File: src/rtl/dmem_arbiter.sv
// Two-port (core/DMA) arbiter in front of a single-port data memory; one access per 2 cycles.
// Tie-break: fixed priority to port 0, or round-robin when DMEM_ARB_ROUND_ROBIN_EN is defined.
module dmem_arbiter #(
  parameter int ADDR_WIDTH = 32,
  parameter int DATA_WIDTH = 32
) (
  input  logic                  clk,
  input  logic                  reset,
  input  logic                  req0,
  input  logic                  we0,
  input  logic [ADDR_WIDTH-1:0] addr0,
  input  logic [DATA_WIDTH-1:0] wdata0,
  input  logic                  req1,
  input  logic                  we1,
  input  logic [ADDR_WIDTH-1:0] addr1,
  input  logic [DATA_WIDTH-1:0] wdata1,
  output logic                  gnt0,
  output logic                  gnt1,
  output logic                  rvalid0,
  output logic                  rvalid1,
  output logic [DATA_WIDTH-1:0] rdata0,
  output logic [DATA_WIDTH-1:0] rdata1,
  output logic [ADDR_WIDTH-1:0] mem_addr,
  output logic                  mem_write_en,
  output logic [DATA_WIDTH-1:0] mem_write_data,
  input  logic [DATA_WIDTH-1:0] mem_read_data
);

`ifdef DMEM_ARB_ROUND_ROBIN_EN
  localparam bit RR_EN = 1'b1;
`else
  localparam bit RR_EN = 1'b0;
`endif

  typedef enum logic [1:0] {IDLE, BUSY0, BUSY1} state_t;

  typedef struct packed {
    logic                  we;
    logic [ADDR_WIDTH-1:0] addr;
    logic [DATA_WIDTH-1:0] wdata;
  } acc_t;

  state_t state, state_nxt;
  acc_t   cap;
  logic   last_winner;
  logic   win;
  logic   busy;

  // Winning port index; only meaningful when at least one req is high
  always_comb begin
    win = req1;
    if (req0 && req1)
      win = RR_EN ? ~last_winner : 1'b0;
  end

  always_comb begin
    state_nxt = state;
    gnt0      = 1'b0;
    gnt1      = 1'b0;
    case (state)
      IDLE: begin
        if (reset && (req0 || req1)) begin
          gnt0      = ~win;
          gnt1      = win;
          state_nxt = win ? BUSY1 : BUSY0;
        end
      end
      BUSY0, BUSY1: state_nxt = IDLE;
      default:      state_nxt = IDLE;
    endcase
  end

  always_ff @(posedge clk or negedge reset) begin
    if (!reset) begin
      state       <= IDLE;
      cap         <= '0;
      last_winner <= 1'b1;
      rvalid0     <= 1'b0;
      rvalid1     <= 1'b0;
      rdata0      <= '0;
      rdata1      <= '0;
    end else begin
      state   <= state_nxt;
      rvalid0 <= (state == BUSY0);
      rvalid1 <= (state == BUSY1);
      if (gnt0 || gnt1) begin
        cap         <= gnt1 ? acc_t'{we1, addr1, wdata1} : acc_t'{we0, addr0, wdata0};
        last_winner <= gnt1;
      end
      if (state == BUSY0 && !cap.we) rdata0 <= mem_read_data;
      if (state == BUSY1 && !cap.we) rdata1 <= mem_read_data;
    end
  end

  assign busy           = (state == BUSY0) || (state == BUSY1);
  assign mem_addr       = cap.addr;
  assign mem_write_data = cap.wdata;
  // Strobe is gated by reset so it drops asynchronously, not just on the next edge
  assign mem_write_en   = reset && busy && cap.we;

endmodule

File: config.mk
export PLATFORM = sky130hd
export DESIGN_NAME = dmem_arbiter
export DESIGN_NICKNAME = d
export VERILOG_FILES = /design/src/rtl/dmem_arbiter.sv
export SDC_FILE = /design/constraint.sdc
export NUM_CORES = 1
export LEC_CHECK = 0
export BUFFER_PORTS_ARGS = -buffer_cell sky130_fd_sc_hd__buf_2
export CELL_PAD_IN_SITES_DETAIL_PLACEMENT = 0
export CELL_PAD_IN_SITES_GLOBAL_PLACEMENT = 1
export CORE_AREA = 2 2 104 182
export DETAILED_ROUTE_END_ITERATION = 10
export DIE_AREA = 0 0 106 184
export GPL_ROUTABILITY_DRIVEN = 0
export PLACE_DENSITY = 0.82
export SYNTH_ARGS = -nofsm -noshare
export SYNTH_HDL_FRONTEND = slang
export SYNTH_SLANG_ARGS = --single-unit
File: constraint.sdc
create_clock -name clk -period 1.7 [get_ports clk]
set_input_delay 0.17 -clock clk [delete_from_list [all_inputs] [get_ports clk]]
set_output_delay 0.17 -clock clk [all_outputs]
set_load 0.01 [all_outputs]
==> impl_metrics.csv <==
group,metric,value,unit
sta,rsz0062_at_grt,"yes",
logic_synthesis,yosys_warnings,0,
place,hpwl,10900,um
floorplan,start_util,0.336,
route,antenna_left,0,
sta,hold_viol_final,0,
final_layout,final_common_cell,"buf_2",
route,drt_iter0_drc,128,
clock_tree,cts_num_sinks,133,
sta,fmax,578,MHz
global_routing,grt_max_degree,119,
floorplan,die-height,184,um
final_layout,n_fill_cell,1688,
power_and_ir_drop,p_leak,4.02,nW
power_and_ir_drop,ir_drop,0.784,mV
logic_synthesis,yosys_register_bits,133,
logic_synthesis,ys_seq_area_frac,0.552,
route,drtPass1Iterations,4,
outcome,violations,"negative setup slack",
setup_path,crit_family,"buffers and inverters",
global_routing,grt_pass1_wl,25500,um
setup_path,worstPathArrival,1560,ps
logic_synthesis,syn_area_per_cell,11.8,sq um
logic_synthesis,yosys.cell_types.count,20,
setup_path,crit_chain,"inv_2 > ha_4 > nand4b_1 > buf_12 > clkinv_4 > buf_6",
sta,fin_crit,1730,ps
setup_path,worstPathBufferInverterCount,4,
route,routed_wl,16400,um
route,vias_per_cell,4.65,
setup_path,required,1530,ps
final_layout,antenna_cells,0,
logic_synthesis,synthCells,511,
power_and_ir_drop,power_density,1630,nW/um^2
floorplan,core_area,18000,sq um
floorplan,dieArea,19500,sq um
sta,clock_skew,11.8,ps
clock_tree,insertion_delay,410,ps
logic_synthesis,syn_area,6030,sq um
global_routing,grt_usage,0.169,
logic_synthesis,synth_nets,680,
setup_path,critical_path_class,"reg -> out",
global_routing,gr-total-overflow,0,
final_layout,area_growth,40.2,%
place,port_buffers,298,
sta,fin_crit_sh,1.02,
setup_path,slowest_stage,"dfrtp_1",
setup_path,path_max_fanout,3,
clock_tree,cts_root_buf,"clkbuf_16",
setup_path,slowest_delay,390,ps
sta,setup_ws,-29.6,ps
floorplan,row_count,65,
sta,hold-worst-slack,23.4,ps
route,via_count,4769,
sta,relSlewSlack,0.562,
clock_tree,clock_path_buffers,2,
final_layout,nets,949,
clock_tree,clk_pin_slew,60,ps
floorplan,io_pins,299,
global_routing,grt_antenna_before_repair,1,
sta,worst_slew_pin_slew,654,ps
final_layout,layout_common_cells,"buf_2, dfrtp_1, nor2_1, a21oi_1, a22oi_2",
sta,maxSlewViolCount,0,
clock_tree,cts_tree,"built",
clock_tree,tritoncts.num_buffers,17,
floorplan,die_w,106,um
clock_tree,htree_levels,4,
route,wl_per_cell,16.0,um
outcome,run_status,"finished, violations left",
route,drc_errors,0,
final_layout,drive_gt1_frac,0.540,
global_routing,grt_pass1_vias,4816,
setup_path,cp-end-kind,"output pin",
sta,setup_viol,2,
setup_path,critPathLaunchType,"register",
worst_hold_path,worst_hold_path_type,"in -> reg",
sta,finalSetupTns,-29.7,ps
job,maxCapViolations,0,
## logic make-up after synthesis
group	share of synthesized area
AOI/OAI and AO/OA	0.155
buffers and inverters	0.118
and+or+nand+nor	0.0496
muxes	0.120
adders and majority gates	0.00622
DFF	0.552
## Yosys cell counts
cell / count / area [sq um]
nand2_1: 4 / 15.0
inv_1: 3 / 11.3
clkbuf_1: 4 / 15.0
nor2b_1: 2 / 12.5
a21boi_0: 1 / 7.51
buf_6: 4 / 45.0
a21oi_1: 66 / 330
mux2_1: 34 / 383
dfrtp_1: 133 / 3330
mux2_2: 30 / 338
and3_1: 2 / 12.5
a22oi_2: 20 / 250
ha_1: 3 / 37.5
nand4b_1: 1 / 8.76
nand2b_1: 1 / 6.26
buf_4: 71 / 533
nor2_1: 65 / 244
a22oi_1: 45 / 338
buf_2: 21 / 105
o211a_1: 1 / 10.0
## worst register-to-register path: stages, from the launching register on
cell       delay, ps
dfrtp_1          390
inv_2             90
ha_4             150
nand4b_1         190
buf_4            230
bufbuf_16        310
a22oi_2          140
a21oi_1           90
## state kept, by name (all words and copies together) (netlist names)
register,flops
state,2
rdata0,32
rvalid0,1
rvalid1,1
mem_addr,32
mem_write_data,32
cap,1
rdata1,32
## layer usage
metal  track usage  up-vias  share of wire
met3        0.0500       23          0.068
met4        0.0695        2          0.023
li1              -     2270              -
met2         0.306      189           0.53
met1         0.182     2285           0.37
met5             0        -        0.00079
## path summary, 6_finish.rpt
path                                         from                  endpoint  slack [ps]  depth (start not counted)
setup / recovery             state[0]$_DFFE_PN0P_                      gnt1         -30                          6
hold / removal                  mem_read_data[16]    rdata0[16]$_DFFE_PN0P_          20                          2
hold reg to reg            rdata0[27]$_DFFE_PN0P_    rdata0[27]$_DFFE_PN0P_         480                          1
setup reg to reg             state[0]$_DFFE_PN0P_  mem_addr[16]$_DFFE_PN0P_           0                          7
min in group asynchronous                   reset  mem_addr[14]$_DFFE_PN0P_         520                          3
max in group asynchronous                   reset    rdata0[26]$_DFFE_PN0P_         290                          3
## metrics by stage
stage	area, sq um	total power [mW]	utilization	setup slack (ps)	instances
after floorplan	6030	8.69	-	198	511
after global placement	7320	9.97	0.407	204	953
after detailed placement	7320	10.1	0.407	132	953
after CTS	8370	14.0	0.466	-34.6	1026
after global routing	8450	14.7	0.470	-103	1026
final	8450	13.8	0.470	-29.6	1026
## power breakdown
part	switching [mW]	leakage (nW)	internal (mW)
clock network	1.41	0.279	2.19
logic	2.53	2.23	2.35
registers	0.712	1.52	4.62
## area by class of cell
| class | count | area [sq um] | area share |
|---|---|---|---|
| Sequential cell | 133 | 3330 | 0.394 |
| Multi-Input combinational cell | 275 | 2140 | 0.253 |
| Clock inverter | 12 | 130 | 0.0154 |
| Inverter | 3 | 16.3 | 0.00192 |
| Tap cell | 234 | 293 | 0.0346 |
| Timing Repair Buffer | 350 | 2110 | 0.249 |
| Clock buffer | 19 | 443 | 0.0524 |
## what timing repair did
item,4_1_cts,5_1_grt
cloned,2,0
hold buffers,32,0
endpoints found under the setup margin,2,67
hold endpoints to repair,71,0
pin swaps,1,3
buffers inserted,8,2
gates resized for setup,8,24
No activity file was read; power rests on OpenSTA's default activity.
